===== config.mk =====
export PLATFORM = sky130hd
export DESIGN_NAME = fetch_unit
export DESIGN_NICKNAME = d
export VERILOG_FILES = /design/src/rtl/fetch_unit.sv
export SDC_FILE = /design/constraint.sdc
export NUM_CORES = 1
export LEC_CHECK = 0
export ABC_AREA = 1
export CAP_MARGIN = 15
export CORE_MARGIN = 5
export CORE_UTILIZATION = 27
export CTS_CLUSTER_SIZE = 24
export DETAILED_ROUTE_END_ITERATION = 6
export PLACE_DENSITY = 0.58
export SYNTH_ARGS = -nofsm -noshare
export SYNTH_HDL_FRONTEND = slang
export SYNTH_SLANG_ARGS = --single-unit

===== constraint.sdc =====
create_clock -name clk -period 1.95 [get_ports clk]
set_clock_uncertainty 0.05 [all_clocks]
set_input_delay 0.39 -clock clk [delete_from_list [all_inputs] [get_ports clk]]
set_output_delay 0.39 -clock clk [all_outputs]
set_load 0.01 [all_outputs]

===== src/rtl/fetch_unit.sv =====
// Single-outstanding instruction fetch unit with a fixed memory read latency.
// Optional misaligned-redirect trap: define FETCH_ALIGN_CHECK_EN.
module fetch_unit #(
  parameter logic [31:0] START_PC     = 32'h8002_0000,
  parameter int          READ_LATENCY = 2
) (
  input  logic        clk,
  input  logic        rst_n,
  input  logic        redirect,
  input  logic [31:0] redirect_pc,
  input  logic        insn_ready,
  output logic        insn_valid,
  output logic [31:0] insn_out,
  output logic [31:0] pc_out,
  output logic        fault,
  output logic        mem_enable,
  output logic        mem_rd_wr,
  output logic [1:0]  mem_access_size,
  output logic [31:0] mem_addr,
  output logic [31:0] mem_data_in,
  input  logic        mem_busy,
  input  logic [31:0] mem_data_out
);

  typedef enum logic [1:0] {ISSUE, WAIT, HOLD, HALT} state_t;

  state_t      state, state_nxt;
  logic [3:0]  cnt;
  logic [31:0] pc;
  logic        pend;
  logic [31:0] pend_pc;
  logic        misal;
  logic [31:0] tgt;

  // mem_busy carries no sequencing meaning; the latency counter alone times reads.
  logic unused_ok;
  assign unused_ok = &{1'b0, mem_busy, redirect_pc[1:0]};

`ifdef FETCH_ALIGN_CHECK_EN
  logic fault_q;
  assign misal = redirect && (redirect_pc[1:0] != 2'b00);
  assign tgt   = redirect_pc;
  assign fault = fault_q;

  always_ff @(posedge clk or negedge rst_n) begin
    if (!rst_n)                      fault_q <= 1'b0;
    else if (state != HALT && misal) fault_q <= 1'b1;
  end
`else
  assign misal = 1'b0;
  assign tgt   = {redirect_pc[31:2], 2'b00};
  assign fault = 1'b0;
`endif

  always_ff @(posedge clk or negedge rst_n) begin
    if (!rst_n) state <= ISSUE;
    else        state <= state_nxt;
  end

  always_comb begin
    state_nxt = state;
    case (state)
      ISSUE: if (misal)                  state_nxt = HALT;
             else if (redirect)          state_nxt = ISSUE;
             else                        state_nxt = WAIT;
      WAIT:  if (misal)                  state_nxt = HALT;
             else if (cnt == 4'd0)       state_nxt = (pend || redirect) ? ISSUE : HOLD;
      HOLD:  if (misal)                  state_nxt = HALT;
             else if (redirect || insn_ready) state_nxt = ISSUE;
      HALT:                              state_nxt = HALT;
      default:                           state_nxt = ISSUE;
    endcase
  end

  always_ff @(posedge clk or negedge rst_n) begin
    if (!rst_n) begin
      pc         <= START_PC;
      cnt        <= 4'd0;
      pend       <= 1'b0;
      pend_pc    <= 32'd0;
      insn_valid <= 1'b0;
      insn_out   <= 32'd0;
      pc_out     <= 32'd0;
    end else if (misal) begin
      pend       <= 1'b0;
      insn_valid <= 1'b0;
    end else begin
      case (state)
        ISSUE: begin
          if (redirect) pc  <= tgt;
          else          cnt <= 4'(READ_LATENCY - 1);
        end
        WAIT: begin
          if (cnt != 4'd0) begin
            cnt <= cnt - 4'd1;
            if (redirect) begin
              pend    <= 1'b1;
              pend_pc <= tgt;
            end
          end else begin
            // Read data lands on this edge; a redirect seen during the wait drops it.
            pend <= 1'b0;
            if (redirect)  pc <= tgt;
            else if (pend) pc <= pend_pc;
            else begin
              insn_valid <= 1'b1;
              insn_out   <= mem_data_out;
              pc_out     <= pc;
              pc         <= pc + 32'd4;
            end
          end
        end
        HOLD: begin
          if (redirect) begin
            pc         <= tgt;
            insn_valid <= 1'b0;
          end else if (insn_ready) begin
            insn_valid <= 1'b0;
          end
        end
        default: ;
      endcase
    end
  end

  always_comb begin
    mem_enable      = 1'b0;
    mem_rd_wr       = 1'b0;
    mem_access_size = 2'b00;
    mem_addr        = pc;
    mem_data_in     = 32'd0;
    if (rst_n && state == ISSUE) begin
      mem_enable = 1'b1;
      mem_rd_wr  = 1'b1;
    end
  end

endmodule

==> flow_summary.json, run 1 <==
{
  "io_pins": 203,
  "netlist_top_cells_area": "dfrtp_1 (49%), nand2_1 (15%), a21oi_1 (6.4%)",
  "grt_pass1_wl_mm": 32.7,
  "cts.path.max_buffers": 2,
  "synth_area_sq_um": 6600,
  "ff_latch_area_sq_um": 3270,
  "layout_common_cells": "nand2_1 (268), clkdlybuf4s50_1 (147), dfrtp_1 (118)",
  "timing.rr.end": "pc_out[20]",
  "htreeDepth": 4,
  "synth_top_area_share_pct": 48.5,
  "die_h_um": 166,
  "num_rows": 57,
  "r2r_cells": 10,
  "synth-seq-area-share_pct": 49.3,
  "routedWlPerCell_um": 15.1,
  "rsz0062_at_grt": "false",
  "utilization_pct": 38.4,
  "routed_via_density": 4.43,
  "yosysUniqueCellTypes": 29,
  "setup_ws_ps": 60.9,
  "layout-drive-gt1-share_pct": 9.38,
  "start_kind": "flip-flop",
  "vias": 6103,
  "grt_overflow_total": 0,
  "crit_path_start": "mem_addr[2]",
  "wl_met3_mm": 1.35,
  "drv_slew": 0,
  "cts_tree": "yes",
  "pre_cts_ws_ps": 62.3,
  "top_layer": "met4",
  "core_area_sq_um": 24200,
  "worst_pin_slew_ps": 724,
  "hp-class": "input pin to async pin",
  "postRouteAntennaNets": 0,
  "cp-endpoint": "mem_addr[2]",
  "drv_cap": 0,
  "clk_latency_ps": 420,
  "p_leak_nw": 4.43,
  "syn_area_per_cell_sq_um": 7.63,
  "relSlewSlack_pct": 51.8,
  "finalNetCount": 1116,
  "clkTransAtPathRegs_ps": 60,
  "fillers": 2477,
  "tns_ps": 0,
  "drt_first_pass_iters": 7,
  "num_antenna_cells": 0,
  "final_cells": 1379,
  "routabilityCongestion": 0.861,
  "r2r_slack_ps": 160,
  "wirelength_mm": 20.8,
  "area_growth_pct": 40.7,
  "path_class": "flip-flop to output port",
  "clock-root-buffer": "clkbuf_16",
  "cts_sinks": 130,
  "postSynthCellCount": 865,
  "met2_length_mm": 9.14,
  "ir_drop_mv": 0.668,
  "die-area_sq_um": 27700,
  "grt_max_degree": 131,
  "synth_warnings": 0,
  "reg2reg_from": "cnt[0]",
  "ys_ff_latch": 130,
  "endpoint_kind": "output port",
  "first_iter_violations": 429,
  "dp_cells": 1347,
  "start_util_pct": 27.3,
  "crit_required_ps": 1510,
  "route.detailed.drc": 0,
  "finalCritPeriodShare_pct": 96.9,
  "wl_met1_mm": 9.89,
  "timing.fmax_ghz": 0.529,
  "path_max_fanout": 4,
  "power.total_mw": 15.2,
  "run_status": "finished, final reports clean",
  "grt_antenna_before_repair": 0,
  "fin_crit_ps": 1890,
  "multi_input_area_sq_um": 2760,
  "mostFrequentLayoutCell": "nand2_1",
  "hold_viol": 0,
  "place_hpwl_mm": 15.4,
  "crit_arrival_ps": 1450,
  "yosys.area.top_type": "dfrtp_1",
  "die_w_um": 166,
  "power.density_nw_per_um2": 1630,
  "finalSetupViolations": 0,
  "grt_pass1_vias": 5859,
  "numCtsBuffers": 17,
  "track_usage_pct": 14.9,
  "portBuffers": 160,
  "hold_buffers": 0
}
registers in the layout, summed over array words and instances (netlist names):
register	count
cnt	4
state	2
pc_out	30
pend_pc	30
insn_valid	1
insn_out	32
mem_addr	30
pend	1
stage by stage:
stage,hold WS [ps],area (sq um)
3_3_place_gp,402,8660
4_1_cts,48.7,9250
2_1_floorplan,44.4,6750
5_1_grt,69.2,9290
3_5_place_dp,408,8660
6_report,9.51,9290
cell usage after synthesis:
library cell	instances
a21oi_1	85
a22oi_1	5
a31oi_1	1
buf_1	1
buf_2	17
buf_4	42
clkbuf_1	16
conb_1	1
dfrtp_1	128
dfstp_2	2
ha_1	3
inv_1	70
inv_2	5
mux2_2	6
nand2_1	268
nand2_2	1
nand3_1	41
nand4_1	1
nor2_1	90
nor2_4	1
nor3_1	2
nor3_4	1
o211ai_1	4
o21ai_0	32
o21ai_1	33
o22ai_1	2
o31ai_1	1
or2_2	1
xor2_1	5
report_power, final:
group | switching, mW | total [mW] | internal, mW
combinational | 3.75 | 7.03 | 3.27
clock | 1.12 | 3.15 | 2.03
sequential | 0.929 | 5.00 | 4.07
total | 5.80 | 15.2 | 9.37
metal layers:
metal  vias to the layer above  track usage [%]
met1                      2836             20.4
met3                        20             4.17
met4                         0             5.44
met5                         -                0
met2                       209             22.5
li1                       3038                -
cells by family (layout without fill, tap and decap cells):
logic type               after synthesis  in the layout  share of synthesized area, %
AND/OR/NAND/NOR                      406            406                          24.3
AO/OA/AOI/OAI                        163            163                          12.8
buffers and inverters                151            303                          11.3
flip-flops                           130            130                          49.3
multiplexers                           6              6                          1.02
XOR/XNOR                               5              5                         0.663
adder cells (fa/ha/maj)                3              3                         0.568
other                                  1             39                        0.0568
worst max-delay path, stage by stage (launching register included):
cell and delay (ps):
dfrtp_1 350, buf_4 140, clkdlybuf4s50_1 540
layout make-up:
| type | count | area share [%] |
|---|---|---|
| inverters | 75 | 3.03 |
| well taps | 324 | 4.36 |
| flip-flops and latches | 130 | 35.2 |
| multi-input cells | 622 | 29.7 |
| repair buffers | 198 | 21.5 |
| clock inverters | 5 | 0.808 |
| clock buffers | 25 | 5.44 |
how the worst min path moves through the flow:
stage | from | to | slack, ps
after floorplan | rst_n | cnt[0] | 40
after CTS | rst_n | state[0] | 50
after detailed placement | insn_out[13] | insn_out[13] | 410
after global placement | insn_out[29] | insn_out[29] | 400
final | rst_n | state[0] | 10
after global routing | rst_n | state[1] | 70
timing repair:
| action | 4_1_cts | 5_1_grt |
|---|---|---|
| endpoints found under the setup margin | 10 | 50 |
| setup buffers | 1 | 1 |
| cloned | 0 | 0 |
| resized for setup | 9 | 18 |
Power figures use the tool's default switching activity.
==> inputs of run 2 (changes only) <==
--- a/config.mk
+++ b/config.mk
@@ -11,7 +11,6 @@
 export CORE_UTILIZATION = 27
 export CTS_CLUSTER_SIZE = 24
 export DETAILED_ROUTE_END_ITERATION = 6
-export PLACE_DENSITY = 0.58
 export SYNTH_ARGS = -nofsm -noshare
 export SYNTH_HDL_FRONTEND = slang
 export SYNTH_SLANG_ARGS = --single-unit
==> flow_summary.json, run 2 (synthesis results as in run 1) <==
{
  "run_status": "complete, but fails checks",
  "violations": "negative hold slack",
  "hp-class": "input pin to async pin",
  "multi_input_area_sq_um": 2760,
  "clock-root-buffer": "clkbuf_16",
  "cts.path.max_buffers": 2,
  "routed_via_density": 4.41,
  "worst_path_dominant_cell_family": "buffers and inverters",
  "vias": 6106,
  "clkTransAtPathRegs_ps": 60,
  "drt_first_pass_iters": 5,
  "fillers": 2447,
  "worst_pin_slew_ps": 744,
  "die_h_um": 166,
  "layout_common_cells": "nand2_1 (268), clkdlybuf4s50_1 (149), dfrtp_1 (120)",
  "die_w_um": 166,
  "hold_viol": 2,
  "mostFrequentLayoutCell": "nand2_1",
  "largest_register_ffs": 32,
  "endpoint_kind": "output port",
  "start_kind": "flip-flop",
  "layout-drive-gt1-share_pct": 9.91,
  "num_antenna_cells": 0,
  "critPathBufInv": 1,
  "portBuffers": 160,
  "utilization_pct": 39.0,
  "fin_crit_ps": 1910,
  "hold_buffers": 0,
  "routedWlPerCell_um": 15.2,
  "top_register": "insn_out",
  "ir_drop_mv": 0.661,
  "htreeDepth": 4,
  "route.detailed.drc": 0,
  "finalNetCount": 1119,
  "wirelength_mm": 21.1,
  "routabilityCongestion": 0.842,
  "cp_slowest_cell": "clkdlybuf4s50_1",
  "grt_pass1_wl_mm": 32.2,
  "path_class": "flip-flop to output port",
  "place_hpwl_mm": 15.4,
  "ff_latch_area_sq_um": 3270,
  "io_pins": 203,
  "finalSetupViolations": 0,
  "grt_pass1_vias": 5851,
  "rsz0062_at_grt": "true",
  "cts_tree": "yes",
  "clk_latency_ps": 420,
  "area_growth_pct": 42.7,
  "path_max_fanout": 6,
  "first_iter_violations": 418,
  "holdWs_ps": -13.7,
  "numCtsBuffers": 17,
  "num_rows": 57,
  "drv_slew": 0,
  "path_cells": "clkdlybuf4s50_1",
  "grt_antenna_before_repair": 0,
  "start_util_pct": 27.3,
  "cpPeakStageDelay_ps": 590,
  "finalCritPeriodShare_pct": 98.2,
  "crit_arrival_ps": 1470,
  "power.total_mw": 15.5,
  "grt_overflow_total": 0,
  "p_leak_nw": 4.48,
  "relSlewSlack_pct": 50.4,
  "grt_max_degree": 131,
  "drv_cap": 0,
  "core_area_sq_um": 24200,
  "postRouteAntennaNets": 0,
  "cts_sinks": 130,
  "timing.fmax_ghz": 0.522,
  "power.density_nw_per_um2": 1640,
  "die-area_sq_um": 27700,
  "crit_required_ps": 1510,
  "track_usage_pct": 14.6
}
run 2: final timing paths:
path	slack, ps	depth (start not counted)	to	start
hold reg to reg	420	2	insn_out[16]	insn_out[16]
min in group clk	420	2	insn_out[16]	insn_out[16]
hold / removal	-10	2	state[1]	rst_n
max in group asynchronous	1280	2	insn_out[12]	rst_n
setup reg to reg	120	10	pc_out[8]	cnt[0]
setup / recovery	40	1	mem_addr[5]	mem_addr[5]
run 2: timing repair:
item | CTS | global route
resized for setup | 9 | 17
pin swaps | 0 | 2
cloned | 0 | 3
buffers inserted | 2 | 3
endpoints found under the setup margin | 10 | 64
run 2: cell type report:
| type | count | share of cell area, % |
|---|---|---|
| well taps | 324 | 4.30 |
| inverters | 75 | 3.01 |
| clock buffers | 19 | 4.81 |
| clock inverters | 13 | 1.94 |
| repair buffers | 201 | 22.0 |
| multi-input cells | 622 | 29.3 |
| flip-flops and latches | 130 | 34.7 |
run 2: metrics by stage:
step	instance area (sq um)	worst slack [ps]	instances	TNS (ps)
floorplan	6750	202	903	0
global placement	8640	-27.0	1344	-280
global route	9420	-8.40	1384	-36.3
finish	9420	35.4	1384	0
CTS	9290	6.92	1378	0
detailed placement	8640	-31.3	1344	-483
run 2: power by group:
group | internal (mW) | switching (mW)
logic | 3.31 | 3.70
registers | 4.06 | 0.988
clock network | 2.20 | 1.21
total | 9.57 | 5.89
run 2: per-layer routing:
layer  share of wire, %  track usage, %  routed length, um
met1                 47            19.7               9880
met2                 43            21.9               9090
met3                6.5            4.38               1380
met4                3.4            6.30                713
met5                  0               0                  0
==> inputs of run 3 (changes only) <==
==> constraint.sdc (replaced) <==
create_clock -name clk -period 1.95 [get_ports clk]
set_clock_uncertainty 0.05 [all_clocks]
set_input_delay 0.39 -clock clk [delete_from_list [all_inputs] [get_ports clk]]
set_output_delay 0.39 -clock clk [all_outputs]
set_load 0.005 [all_outputs]
==> flow_summary.json, run 3 (synthesis results as in run 1) <==
{
  "num_rows": 57,
  "r2r_slack_ps": 180,
  "finalCritPeriodShare_pct": 97.5,
  "top_register": "insn_out",
  "io_pins": 203,
  "num_antenna_cells": 0,
  "first_iter_violations": 439,
  "p_clk_share_pct": 22.7,
  "worst_path_dominant_cell_family": "buffers and inverters",
  "crit_path_start": "mem_addr[7]",
  "dp_cells": 1344,
  "reg2reg_from": "mem_addr[2]",
  "clk_latency_ps": 420,
  "drt_first_pass_iters": 5,
  "grt_pass1_wl_mm": 32.2,
  "die-area_sq_um": 27700,
  "start_util_pct": 27.3,
  "ir_drop_mv": 0.657,
  "wirelength_mm": 20.5,
  "cp_slowest_cell": "clkdlybuf4s50_1",
  "routedWlPerCell_um": 14.9,
  "cts_sinks": 130,
  "seq_power_share_pct": 33.7,
  "crit_required_ps": 1510,
  "route.detailed.drc": 0,
  "final_cells": 1378,
  "r2r_cells": 11,
  "routed_via_density": 4.35,
  "path_max_fanout": 5,
  "start_kind": "flip-flop",
  "hold_viol": 10,
  "hold_buffers": 0,
  "power.total_mw": 15.0,
  "p_sw_share_pct": 36.4,
  "critPathBufInv": 1,
  "timing.fmax_ghz": 0.526,
  "grt_overflow_total": 0,
  "pre_cts_ws_ps": -31.3,
  "vias": 5989,
  "run_status": "complete, but fails checks",
  "path_class": "flip-flop to output port",
  "cts.path.max_buffers": 2,
  "clkTransAtPathRegs_ps": 60,
  "finalSetupViolations": 0,
  "setup_ws_ps": 48.1,
  "place_hpwl_mm": 15.4,
  "place_area_sq_um": 8640,
  "drv_slew": 0,
  "p_sw_mw": 5.46,
  "p_leak_nw": 4.38,
  "drv_cap": 0,
  "holdWs_ps": -65.9,
  "finalNetCount": 1113,
  "cpPeakStageDelay_ps": 560,
  "layout-drive-gt1-share_pct": 8.82,
  "cp-endpoint": "mem_addr[7]",
  "largest_register_ffs": 32,
  "die_w_um": 166,
  "endpoint_kind": "output port",
  "numCtsBuffers": 17,
  "power.density_nw_per_um2": 1610,
  "postRouteAntennaNets": 0,
  "layout_common_cells": "nand2_1 (268), clkdlybuf4s50_1 (155), dfrtp_1 (124)",
  "die_h_um": 166,
  "core_area_sq_um": 24200,
  "pwr-share-comb_pct": 43.6,
  "p_int_mw": 9.52,
  "path_cells": "clkdlybuf4s50_1",
  "fin_crit_ps": 1900,
  "area_growth_pct": 40.9,
  "crit_arrival_ps": 1460,
  "relSlewSlack_pct": 46.8,
  "track_usage_pct": 14.7,
  "violations": "negative hold slack",
  "hp-class": "input pin to async pin",
  "cts_tree": "yes",
  "grt_pass1_vias": 5836,
  "htreeDepth": 4,
  "portBuffers": 160,
  "timing.rr.end": "mem_addr[20]",
  "worst_pin_slew_ps": 798,
  "clock-root-buffer": "clkbuf_16",
  "final_cell_area_sq_um": 9310,
  "grt_max_degree": 131,
  "crit_cells": 1,
  "routabilityCongestion": 0.842,
  "mostFrequentLayoutCell": "nand2_1",
  "grt_antenna_before_repair": 0
}
-- run 3: worst min-delay path by stage --
stage,cells past startpoint,start,slack [ps],endpoint
4_1_cts,2,rst_n,50,cnt[3]
3_5_place_dp,2,insn_out[6],410,insn_out[6]
6_report,2,rst_n,-70,state[1]
2_1_floorplan,0,rst_n,40,cnt[0]
5_1_grt,2,rst_n,60,state[1]
3_3_place_gp,2,insn_out[7],400,insn_out[7]
-- run 3: power by group through the flow --
stage / Clock (mW) / Sequential, mW / Combinational (mW)
finish: 3.41 / 5.05 / 6.53
global route: 3.61 / 5.22 / 7.28
CTS: 3.49 / 5.04 / 6.59
detailed placement: 0 / 5.09 / 6.53
global placement: 0 / 5.05 / 6.45
floorplan: 0 / 4.96 / 3.03
-- run 3: layout make-up --
class,instances,area [sq um]
fill,2454,14900
sequential,130,3260
multi-input combinational,622,2750
timing repair buffer,195,1970
clock buffer,19,453
tap,324,405
inverter,75,282
clock inverter,13,183
-- run 3: worst register-to-register path: cells and delay by family (launching register included) --
family          cells  cell delay (ps)
simple gates        8              800
flops               1              380
fa+ha+maj           1              230
buf+inv             1              170
compound gates      1               50
-- run 3: routing by layer --
metal	vias up	track usage, %	share of wire, %
met5	-	0	0
met4	0	6.01	3.0
met3	34	4.38	7.3
met2	215	22.0	43
met1	2711	19.8	47
li1	3029	-	-
-- run 3: repair_timing --
action / 4_1_cts / 5_1_grt
setup endpoints to repair: 5 / 57
setup buffers: 2 / 0
cloned: 0 / 0
resized for setup: 4 / 9
-- run 3: metrics by stage --
stage | hold WS (ps) | setup TNS (ps) | utilization [%]
6_report | -65.9 | 0 | 38.5
3_3_place_gp | 403 | -280 | 35.7
3_5_place_dp | 410 | -483 | 35.7
4_1_cts | 48.3 | 0 | 38.4
5_1_grt | 57.0 | -5.89 | 38.5
2_1_floorplan | 44.4 | 0 | -
==> RTL change 1, RTL diff (settings of run 3) <==
Add a define of `FETCH_ALIGN_CHECK_EN`.
--- a/src/rtl/fetch_unit.sv
+++ b/src/rtl/fetch_unit.sv
@@ -1,5 +1,7 @@
 // Single-outstanding instruction fetch unit with a fixed memory read latency.
 // Optional misaligned-redirect trap: define FETCH_ALIGN_CHECK_EN.
+`define FETCH_ALIGN_CHECK_EN
+
 module fetch_unit #(
   parameter logic [31:0] START_PC     = 32'h8002_0000,
   parameter int          READ_LATENCY = 2
Behaviour: not the same (a bounded check fails within 4 cycles, from zero or initial values and one cycle with rst_n low).
==> RTL change 1 against run 3 <==
Setup slack worse by 0.027 ns; area after synthesis is 7.0% higher; hold slack improved by 0.097 ns; count of clock-buffer cells in the layout down 2; sequential cell count is 7 higher; global-route usage shrank 0.35 points; die area increased by 6.5%; final area is 8.1% higher; register-to-register slack worse by 0.04 ns; total power is 4.0% higher; routed wire length increased by 4.3%; clock power increased by 1%; critical endpoint is now mem_addr[3].
==> RTL change 1: results (changes against run 3) <==
\begin{tabular}{lr}
\hline
Metric & Value \\
\hline
\multicolumn{2}{l}{\textbf{Run status}} \\
Result of the run & finished clean \\
\multicolumn{2}{l}{\textbf{Placement}} \\
Inst Count DP & 1,358 (+1.0\%) \\
Number of buffer cells added on primary ports & 167 (+4.4\%) \\
Place WS & -0.1149 ns (-0.08368 ns) \\
Global placement routability congestion & 0.8624 (+2.5\%) \\
Detailed-placement wirelength estimate & 15,660 um (+1.4\%) \\
\multicolumn{2}{l}{\textbf{Routing}} \\
1st-iter DRT viols & 474 (+8.0\%) \\
Total Wirelength & 21,350 um (+4.3\%) \\
Routed length per placed instance & 15.30 um (+3.0\%) \\
\multicolumn{2}{l}{\textbf{Cells and area}} \\
Number of multi-input logic gates & 578 (-7.1\%) \\
Buffer share of cell area & 0.2172 (+0.005709) \\
Nonclk buf count & 222 (+14\%) \\
Fraction of area in multi-input gates & 0.3022 (+0.006238) \\
Clock network area share & 0.06208 (-0.006227) \\
Sequential standard cell area & 3445 um\^{}2 (+5.6\%) \\
Fraction of layout instances using a drive strength above 1 & 0.1621 (+0.07388) \\
Final \#Nets & 1,120 (+0.63\%) \\
\multicolumn{2}{l}{\textbf{GRT}} \\
Global-route wire length before repair & 33,200 um (+3.0\%) \\
All-layer global routing usage & 0.1430 (-0.003487) \\
\multicolumn{2}{l}{\textbf{Yosys}} \\
Sequential area share after synthesis & 0.4857 (-0.007250) \\
Most area-consuming cells after synthesis & sky130\_fd\_sc\_hd\_\_dfrtp\_1 48\%, sky130\_fd\_sc\_hd\_\_nand2\_1 11\%, sky130\_fd\_sc\_hd\_\_o21ai\_0 5.1\% \\
Area share of xor/xnor cells in the synthesized design & 0 (-0.006631) \\
\multicolumn{2}{l}{\textbf{CTS}} \\
Post-CTS resize count & 9 (+5) \\
Sinks on the clock net & 137 (+5.4\%) \\
\multicolumn{2}{l}{\textbf{Critical path}} \\
Maximum fanout count along the critical path & 4 (-1) \\
End of the worst register-to-register path & mem\_addr[18] \\
\multicolumn{2}{l}{\textbf{STA}} \\
Pin slew with the least headroom to its limit & 0.7823 ns (-0.01566 ns) \\
\multicolumn{2}{l}{\textbf{Power and ir drop}} \\
Largest vdd supply drop & 0.6287 mV (-4.3\%) \\
\hline
\end{tabular}
[RTL change 1: where the power goes]
group	switching, W	internal (W)
logic	0.00333	0.00359
registers	0.000983	0.00421
clock network	0.00131	0.00215
total	0.00563	0.00995
[RTL change 1: routing by layer]
metal	vias to the layer above	global-route usage	wire, um
met3	30	0.04505	1580
met2	171	0.2359	10300
met1	2932	0.1840	9137
li1	3078	-	-
met5	-	0	63
met4	10	0.03418	269
[RTL change 1: worst max-delay path by stage]
stage / from / end / slack (ns) / cells after the start
2_1_floorplan: cnt[0] / insn_out[0] / 0.26 / 8
3_3_place_gp: redirect / mem_addr[13] / -0.08 / 7
3_5_place_dp: redirect_pc[0] / mem_addr[13] / -0.11 / 8
4_1_cts: mem_addr[20] / mem_addr[20] / 0.008 / 1
5_1_grt: mem_addr[3] / mem_addr[3] / -0.03 / 2
6_report: mem_addr[3] / mem_addr[3] / 0.02 / 2
==> RTL change 2, RTL diff (flow settings as in run 3) <==
Without the edit above. The 4 states of `state_t` get a one-hot encoding in 4 bits.
--- a/src/rtl/fetch_unit.sv
+++ b/src/rtl/fetch_unit.sv
@@ -22,7 +22,7 @@
   input  logic [31:0] mem_data_out
 );
 
-  typedef enum logic [1:0] {ISSUE, WAIT, HOLD, HALT} state_t;
+  typedef enum logic [3:0] {ISSUE = 4'b0001, WAIT = 4'b0010, HOLD = 4'b0100, HALT = 4'b1000} state_t;
 
   state_t      state, state_nxt;
   logic [3:0]  cnt;
Formal check against the unedited RTL: same outputs for any inputs over 4 cycles, from zero or initial values and one cycle with rst_n low; so few cycles prove little.
==> RTL change 2 against run 3 <==
Final area up 1.5%; clock power decreased by 6%; sequential cell count increased by 2; global-route usage grew 0.25 points; area after synthesis increased by 3.3%; setup slack improved by 0.011 ns; largest cell class unchanged; sequential share of layout area grew 0.18 points; total power fell by 1.3%; routed wire length increased by 5.3%.
==> RTL change 2: results (changes against run 3) <==
\begin{tabular}{lr}
\hline
Metric & Value \\
\hline
\multicolumn{2}{l}{\textbf{Placement}} \\
Global placement routability congestion & 0.8816 (+4.8\%) \\
Detailed-placement wirelength estimate & 16,050 um (+3.9\%) \\
\multicolumn{2}{l}{\textbf{Yosys}} \\
Leading cell types by count after synthesis & 262 x sky130\_fd\_sc\_hd\_\_nand2\_1, 129 x sky130\_fd\_sc\_hd\_\_dfrtp\_1, 109 x sky130\_fd\_sc\_hd\_\_nor2\_1, 71 x sky130\_fd\_sc\_hd\_\_inv\_1, 68 x sky130\_fd\_sc\_hd\_\_a21oi\_1 \\
Yosys Warn Count & 0 (unchanged) \\
Most area-consuming cells after synthesis & sky130\_fd\_sc\_hd\_\_dfrtp\_1 47\%, sky130\_fd\_sc\_hd\_\_nand2\_1 14\%, sky130\_fd\_sc\_hd\_\_nor2\_1 6.0\% \\
Sequential area share after synthesis & 0.4850 (-0.008036) \\
Distinct cells, synth & 33 (+14\%) \\
\multicolumn{2}{l}{\textbf{GRT}} \\
All-layer global routing usage & 0.1490 (+0.002517) \\
Largest net degree at the start of global routing & 133 (+1.5\%) \\
Vias in the first global route & 6,013 (+3.0\%) \\
Antenna violations before repair & 2 (+2) \\
Global-route wire length before repair & 33,390 um (+3.6\%) \\
\multicolumn{2}{l}{\textbf{CTS}} \\
\# H-tree levels & 4 (unchanged) \\
Number of buffers inserted by hold repair at cts & 0 (unchanged) \\
Skew-Pair Late Insertion Delay & 0.42 ns (about the same) \\
\multicolumn{2}{l}{\textbf{Routing}} \\
Total via count in the routed design & 6,208 (+3.7\%) \\
Total Wirelength & 21,560 um (+5.3\%) \\
1st-iter DRT viols & 471 (+7.3\%) \\
\multicolumn{2}{l}{\textbf{Power and ir drop}} \\
Standby leakage power & 4.480 nW (+2.3\%) \\
Largest vdd supply drop & 0.5353 mV (-18\%) \\
\multicolumn{2}{l}{\textbf{Critical path}} \\
Arrival time of data at the critical path endpoint & 1.45 ns \\
Maximum fanout count along the critical path & 7 (+2) \\
Largest stage delay on the critical path & 0.55 ns \\
\multicolumn{2}{l}{\textbf{Cells and area}} \\
Final \#Nets & 1,127 (+1.3\%) \\
Fraction of layout instances using a drive strength above 1 & 0.1020 (+0.01373) \\
Number of inserted filler cells in the final layout & 2,584 (+5.3\%) \\
\multicolumn{2}{l}{\textbf{Worst hold path}} \\
Type of the most critical hold path & in -> async \\
\multicolumn{2}{l}{\textbf{STA}} \\
Pin slew with the least headroom to its limit & 0.7473 ns (-0.05066 ns) \\
\multicolumn{2}{l}{\textbf{Run status}} \\
Result of the run & finished clean \\
\hline
\end{tabular}
## RTL change 2: cell count changes in the layout (fill, tap and decap cells not counted), moves of 10 or more
| cell | change |
|---|---|
| sky130_fd_sc_hd__nor2_1 | +19 |
| sky130_fd_sc_hd__a21oi_1 | -16 |
| sky130_fd_sc_hd__dfrtp_1 | -10 |
| sky130_fd_sc_hd__dfrtp_2 | +11 |
| sky130_fd_sc_hd__a22oi_1 | +17 |
## RTL change 2: worst paths after layout
kind	depth (start not counted)	slack, ns	from	end
setup / recovery	1	0.06	mem_addr[4]	mem_addr[4]
hold / removal	2	0.04	rst_n	pend_pc[3]
setup reg to reg	9	0.17	mem_addr[7]	mem_addr[28]
hold reg to reg	2	0.42	insn_out[16]	insn_out[16]
max in group asynchronous	2	1.20	rst_n	mem_addr[25]
min in group clk	2	0.42	insn_out[16]	insn_out[16]
## RTL change 2: layer usage
metal,track usage,routed length [um]
met3,0.03363,1037
met2,0.2394,10330
met4,0.05399,420
met1,0.1974,9753
met5,0,23
## RTL change 2: final cells by class
type                       count  share of cell area
sequential                   132              0.3522
multi-input combinational    635              0.3063
timing repair buffer         196              0.2063
clock buffer                  21             0.04770
tap                          330             0.04373
inverter                      74             0.02942
clock inverter                11             0.01431
## RTL change 2: kinds of logic (layout without fill, tap and decap cells)
kind of cell	count (synthesis)	in the layout	synth area share
adders and majority gates	2	2	0.003669
other	1	39	0.0005499
buffers and inverters	152	302	0.1147
AOI/OAI and AO/OA	154	154	0.1248
DFF	132	132	0.4850
xor gates and xnor gates	4	4	0.005137
and+or+nand+nor	427	427	0.2514
muxes	9	9	0.01486
## RTL change 2: power breakdown
group          leakage (nW)  total, W  switching [W]  internal, W
Clock                 0.286   0.00321        0.00118      0.00203
Combinational          2.64   0.00643        0.00324      0.00318
Sequential             1.55   0.00515        0.00105      0.00410
Total                  4.48    0.0148        0.00548      0.00931
## RTL change 2: through the flow
step	total power (W)	instance area (um^2)	utilization	cells	setup WS [ns]
detailed placement	0.01156	8781	0.3507	1362	0.01374
global route	0.01589	9443	0.3772	1399	-0.01001
global placement	0.01143	8781	0.3507	1362	0.05564
finish	0.01479	9443	0.3772	1399	0.05915
CTS	0.01488	9405	0.3757	1398	0.004792
floorplan	0.008023	6962	-	919	0.2638
## RTL change 2: repair_timing
item / 4_1_cts / 5_1_grt
pin swaps: 2 / 0
setup endpoints to repair: 8 / 48
setup buffers: 4 / 1
resized for setup: 9 / 17
